<file path="src/rtl/score_display_driver.sv">
// Multi-digit seven-segment driver: captures a binary value, converts it to BCD
// (double-dabble, one bit per clock) or hex nibbles, and drives active-low segments.
//
// state   | meaning
// IDLE    | waiting for LOAD, display holds the last converted value
// CONVERT | shifting one value bit per cycle into the BCD accumulator
// UPDATE  | latching the new digits into the display registers
module score_display_driver #(
  parameter int VALUE_WIDTH = 8,
  parameter int NUM_DIGITS  = 3,
  parameter int BLINK_DIV   = 25000000
) (
  input  logic                    CLOCK_50,
  input  logic                    RESET,
  input  logic                    LOAD,
  input  logic [VALUE_WIDTH-1:0]  VALUE,
  input  logic                    MODE,
  input  logic                    BLANK_ZEROS,
  input  logic                    BLINK,
  output logic                    BUSY,
  output logic                    DONE,
  output logic                    OVERFLOW,
  output logic [7*NUM_DIGITS-1:0] HEX_OUT
);

  localparam int DW = 4 * NUM_DIGITS;
  localparam int LW = VALUE_WIDTH + 5;
  localparam int CW = $clog2(VALUE_WIDTH + 1);
  localparam int BW = (BLINK_DIV > 1) ? $clog2(BLINK_DIV) : 1;

  // base^NUM_DIGITS, saturated once it exceeds every representable input value
  function automatic logic [LW-1:0] digit_limit(input int base);
    logic [LW-1:0] p;
    p = LW'(1);
    for (int i = 0; i < NUM_DIGITS; i++)
      if (p <= (LW'(1) << VALUE_WIDTH)) p = p * LW'(base);
    return p;
  endfunction

  localparam logic [LW-1:0] DEC_LIM = digit_limit(10);
  localparam logic [LW-1:0] HEX_LIM = digit_limit(16);

  function automatic logic [6:0] seg7(input logic [3:0] n);
    case (n)
      4'h0:    seg7 = 7'b1000000;
      4'h1:    seg7 = 7'b1111001;
      4'h2:    seg7 = 7'b0100100;
      4'h3:    seg7 = 7'b0110000;
      4'h4:    seg7 = 7'b0011001;
      4'h5:    seg7 = 7'b0010010;
      4'h6:    seg7 = 7'b0000010;
      4'h7:    seg7 = 7'b1111000;
      4'h8:    seg7 = 7'b0000000;
      4'h9:    seg7 = 7'b0011000;
      4'hA:    seg7 = 7'b0001000;
      4'hB:    seg7 = 7'b0000011;
      4'hC:    seg7 = 7'b1000110;
      4'hD:    seg7 = 7'b0100001;
      4'hE:    seg7 = 7'b0000110;
      default: seg7 = 7'b0001110;
    endcase
  endfunction

  typedef enum logic [1:0] {IDLE, CONVERT, UPDATE} state_t;

  state_t state, state_n;

  logic [VALUE_WIDTH-1:0]    val_sh;
  logic [DW-1:0]             bcd;
  logic [CW-1:0]             cnt;
  logic                      mode_q;
  logic                      ovf_q;
  logic [DW-1:0]             digits;
  logic                      ovf_out;
  logic                      shown_q;
  logic                      done_q;
  logic [BW-1:0]             blink_cnt;
  logic                      phase_on;

  logic [DW-1:0]             bcd_adj;
  logic [DW+VALUE_WIDTH-1:0] shifted;
  logic [DW-1:0]             hex_dig;
  logic [DW-1:0]             new_digits;
  logic [DW-1:0]             sel_dig;
  logic                      sel_ovf;
  logic                      sel_valid;
  logic [7*NUM_DIGITS-1:0]   hex_n;
  logic                      ovf_cap;

  always_ff @(posedge CLOCK_50) begin
    if (RESET) state <= IDLE;
    else       state <= state_n;
  end

  always_comb begin
    state_n = state;
    case (state)
      IDLE:    if (LOAD) state_n = MODE ? UPDATE : CONVERT;
      CONVERT: if (cnt == CW'(1)) state_n = UPDATE;
      UPDATE:  state_n = IDLE;
      default: state_n = IDLE;
    endcase
  end

  always_comb begin
    bcd_adj = bcd;
    for (int i = 0; i < NUM_DIGITS; i++)
      if (bcd[4*i +: 4] >= 4'd5) bcd_adj[4*i +: 4] = bcd[4*i +: 4] + 4'd3;
  end

  assign shifted = {bcd_adj, val_sh} << 1;

  for (genvar k = 0; k < DW; k++) begin : g_hex
    if (k < VALUE_WIDTH) begin : g_bit
      assign hex_dig[k] = val_sh[k];
    end else begin : g_pad
      assign hex_dig[k] = 1'b0;
    end
  end

  assign new_digits = mode_q ? hex_dig : bcd;
  assign ovf_cap    = MODE ? (LW'(VALUE) >= HEX_LIM) : (LW'(VALUE) >= DEC_LIM);

  // the display register sees the UPDATE result on the same edge the digits are latched
  assign sel_dig   = (state == UPDATE) ? new_digits : digits;
  assign sel_ovf   = (state == UPDATE) ? ovf_q : ovf_out;
  assign sel_valid = (state == UPDATE) || shown_q;

  always_comb begin
    logic       seen;
    logic [3:0] nib;
    hex_n = '1;
    seen  = 1'b0;
    nib   = 4'd0;
    for (int i = NUM_DIGITS - 1; i >= 0; i--) begin
      nib = sel_dig[4*i +: 4];
      if (nib != 4'd0) seen = 1'b1;
      if (sel_ovf)                              hex_n[7*i +: 7] = 7'b0111111;
      else if (BLANK_ZEROS && !seen && i != 0)  hex_n[7*i +: 7] = 7'b1111111;
      else                                      hex_n[7*i +: 7] = seg7(nib);
    end
    if (!sel_valid || (BLINK && !phase_on)) hex_n = '1;
  end

  always_ff @(posedge CLOCK_50) begin
    if (RESET) begin
      val_sh    <= '0;
      bcd       <= '0;
      cnt       <= '0;
      mode_q    <= 1'b0;
      ovf_q     <= 1'b0;
      digits    <= '0;
      ovf_out   <= 1'b0;
      shown_q   <= 1'b0;
      done_q    <= 1'b0;
      blink_cnt <= '0;
      phase_on  <= 1'b1;
      HEX_OUT   <= '1;
    end else begin
      done_q  <= (state == UPDATE);
      HEX_OUT <= hex_n;
      if (blink_cnt == BW'(BLINK_DIV - 1)) begin
        blink_cnt <= '0;
        phase_on  <= ~phase_on;
      end else begin
        blink_cnt <= blink_cnt + BW'(1);
      end
      case (state)
        IDLE: begin
          if (LOAD) begin
            val_sh <= VALUE;
            mode_q <= MODE;
            bcd    <= '0;
            cnt    <= CW'(VALUE_WIDTH);
            ovf_q  <= ovf_cap;
          end
        end
        CONVERT: begin
          bcd    <= shifted[DW+VALUE_WIDTH-1:VALUE_WIDTH];
          val_sh <= shifted[VALUE_WIDTH-1:0];
          cnt    <= cnt - CW'(1);
        end
        UPDATE: begin
          digits  <= new_digits;
          ovf_out <= ovf_q;
          shown_q <= 1'b1;
        end
        default: ;
      endcase
    end
  end

  assign BUSY     = (state == CONVERT);
  assign DONE     = done_q;
  assign OVERFLOW = ovf_out;

endmodule

</file>
<file path="config.mk">
export PLATFORM = sky130hd
export DESIGN_NAME = score_display_driver
export DESIGN_NICKNAME = d
export VERILOG_FILES = /design/src/rtl/score_display_driver.sv
export SDC_FILE = /design/constraint.sdc
export NUM_CORES = 1
export LEC_CHECK = 0
export CAP_MARGIN = 5
export CORE_UTILIZATION = 60
export CTS_CLUSTER_DIAMETER = 50
export DETAILED_ROUTE_END_ITERATION = 10
export GPL_ROUTABILITY_DRIVEN = 1
export PLACE_DENSITY = 0.88
export RECOVER_POWER = 100
export SLEW_MARGIN = 20
export SYNTH_ARGS = -nofsm -noshare
export SYNTH_HDL_FRONTEND = slang
export SYNTH_SLANG_ARGS = --single-unit
export TNS_END_PERCENT = 5
</file>
<file path="constraint.sdc">
create_clock -name CLOCK_50 -period 5.9 [get_ports CLOCK_50]
set_input_delay 1.475 -clock CLOCK_50 [delete_from_list [all_inputs] [get_ports CLOCK_50]]
set_output_delay 1.475 -clock CLOCK_50 [all_outputs]
set_load 0.005 [all_outputs]
</file>
==> metrics.md <==
| Metric | Value |
|---|---|
| Critical path startpoint category | input port |
| Vias | 3,759 |
| Status | complete, but fails checks |
| Post-DP HPWL | 6.320 mm |
| Ranking of synthesized cells by area | dfxtp_1 (40%), nor2_1 (5.8%), ha_1 (5.1%) |
| Ys flop type | dfxtp_1 |
| Fin crit period | 4386 ps |
| DIE AREA | 7751 um^2 |
| Max-cap violations | 1 |
| DR WL/cell | 14.62 um |
| Total gr overflow | 0 |
| Via count of the first global-routing pass | 3,444 |
| Design Area, Final | 4946 um^2 |
| P&R area growth vs syn | 11.35% |
| Yosys cell types | 56 |
| Synthesized netlist cell count | 510 |
| Total track usage | 24.84% |
| Asr flop ratio synth | 0% |
| Part of the cycle the worst path needs | 74.34% |
| First-pass GRT wire length | 15.12 mm |
| DP Worst Slack | 2328 ps |
| Largest net degree at the start of global routing | 46 |
| Synth Register Bits | 89 |
| Failing checks | capacitance limit, slew limit |
| Worst path arrival time | 4590 ps |
| Leakage | 1.767 nW |
| Syn_nets | 542 |
| DRC viols | 0 |
| Hold_buf cts | 0 |
| Clock-pin slew on the worst setup and hold paths | 90 ps |
| Root Buffer Master | clkbuf_8 |
| Die height | 88.04 um |
| Crit. End Element | register |
| Most frequent cells in the layout | dfxtp_1 (89), nor2_1 (69), nand2_1 (44) |
| Vias per cell | 5.901 |
| Overall die width | 88.04 um |
| F_max | 0.2280 GHz |
| RSZ-0062 raised after global routing | false |
| Cell row count | 31 |
| Worst vdd ir | 0.1773 mV |
| CTS tree | yes |
| # diodes | 0 |
| I/O Buffers | 37 |
| I/O pins | 38 |
| Most common cell after layout, fill and taps aside | dfxtp_1 |
| Total power | 1.162 mW |
| Core box area | 7214 um^2 |
| Placed cell areas | 4767 um^2 |
| Slew Limit Fails | 46 |
| Cell Pwr Density | 234.9 nW/um^2 |
| Initial core utilization | 61.57% |
| PnR worst setup slack | 1514 ps |
| Routed wire length | 9.315 mm |
| Yosys top cell by area | dfxtp_1 |
| Initial antenna violation count | 0 |
| Crit path max fanout | 45 |
| Worst Tran Pin Value | 1898 ps |
| Drt first pass iters | 8 |
| Routability Congestion | 0.8759 |
| Final ANT Viol Nets | 0 |
| CTS H-tree depth | 3 |
| Seq/Total Area, Yosys | 40.11% |
| WS Path Type | input port to register |
| Post-synth EDFFs | 0 |
| Share of post-route cells with drive strength above 1 | 7.249% |
| Clock latency on the worst-skew pair | 370 ps |
| Post-CTS Resized | 0 |
| Sum of negative setup slack | 0 ps |
| Mapped cell area | 4442 um^2 |
| Max_slew headroom | -26.56% |
| Fin nets | 565 |
| Post-CTS Setup Repair Bufs | 0 |
| Required time worst endpoint | 6110 ps |
| Clock Path Buffers | 2 |
| HP Class | register to register |
| Final-report setup violation count | 0 |
| CTS Sinks | 89 |
| Synth top area share | 40.11% |
| Final hold violations | 0 |
| TritonCTS Buffers | 9 |
| Avg Inst Size Synth | 8.709 um^2 |
| Drt initial violations | 192 |
| Clock skew | 12.49 ps |
| Yosys Warn Count | 0 |
-- cell families (layout without fill, tap and decap cells) --
family,after synthesis,in the layout,share of synthesized area (%)
AOI/OAI and AO/OA,108,108,15.52
xor gates and xnor gates,27,27,5.324
adders and majority gates,18,18,5.071
buffers and inverters,43,71,5.493
DFF,89,89,40.11
muxes,24,24,6.535
and+or+nand+nor,201,201,21.94
-- where the power goes --
group / internal [mW] / total (mW) / leakage, nW / switching, mW
Combinational: 0.0446 / 0.101 / 0.949 / 0.0559
Sequential: 0.620 / 0.634 / 0.723 / 0.0147
Clock: 0.199 / 0.427 / 0.0960 / 0.228
Total: 0.863 / 1.16 / 1.77 / 0.298
-- area by class of cell --
class | instances | area, um^2
clock inverter | 7 | 80.08
timing repair buffer | 39 | 381.6
multi-input combinational | 378 | 2395
clock buffer | 9 | 123.9
fill | 580 | 2268
sequential | 89 | 1782
inverter | 16 | 60.06
tap | 99 | 123.9
-- metal layers --
metal,vias to the layer above,share of wire (%),global-route usage [%]
met4,0,1.9,8.944
met3,23,4.3,6.032
met5,-,0,0
met1,1787,41,28.39
met2,110,53,44.96
li1,1839,-,-
-- state kept, by name, summed over array words and instances, names as in the netlist --
register	flops
blink_cnt	25
bcd	12
cnt	4
phase_on	1
digits	12
val_sh	8
HEX_OUT	21
OVERFLOW	1
state	2
mode_q	1
shown_q	1
DONE	1
-- worst max-delay path, cell delays in order --
cell           delay (ps)
dlygate4sd3_1         520
clkbuf_1             1360
or2_0                1100
nor2_1                130
-- per-stage QoR --
stage	utilization [%]	hold WS [ps]	cells
finish	68.56	472.5	637
global route	68.56	503.4	637
CTS	68.90	482.1	637
detailed placement	66.08	465.0	621
global placement	66.08	454.5	621
floorplan	-	437.6	510
-- synthesized netlist by cell type, drive strengths merged, types with 5 or more instances --
cell and instances:
nor2b 7, nor3 10, buf 16, a21oi 43, o21ai 22, nand3 27
nor2 70, nand4 9, mux2 11, nand2b 8, clkbuf 11, and2 7
a31oi 6, ha 18, o221ai 5, o211ai 7, xor2 20, xnor2 7
inv 16, a211oi 6, a22oi 8, nand2 44, mux2i 13, dfxtp 89
-- final timing paths --
path         cells after the start    start  slack, ps       endpoint
min                              2  shown_q        470        shown_q
min reg2reg                      2  shown_q        470        shown_q
max                              4    RESET       1510  blink_cnt[16]
max reg2reg                      9   mode_q       3070    HEX_OUT[13]
(Power assumes the default switching activity.)
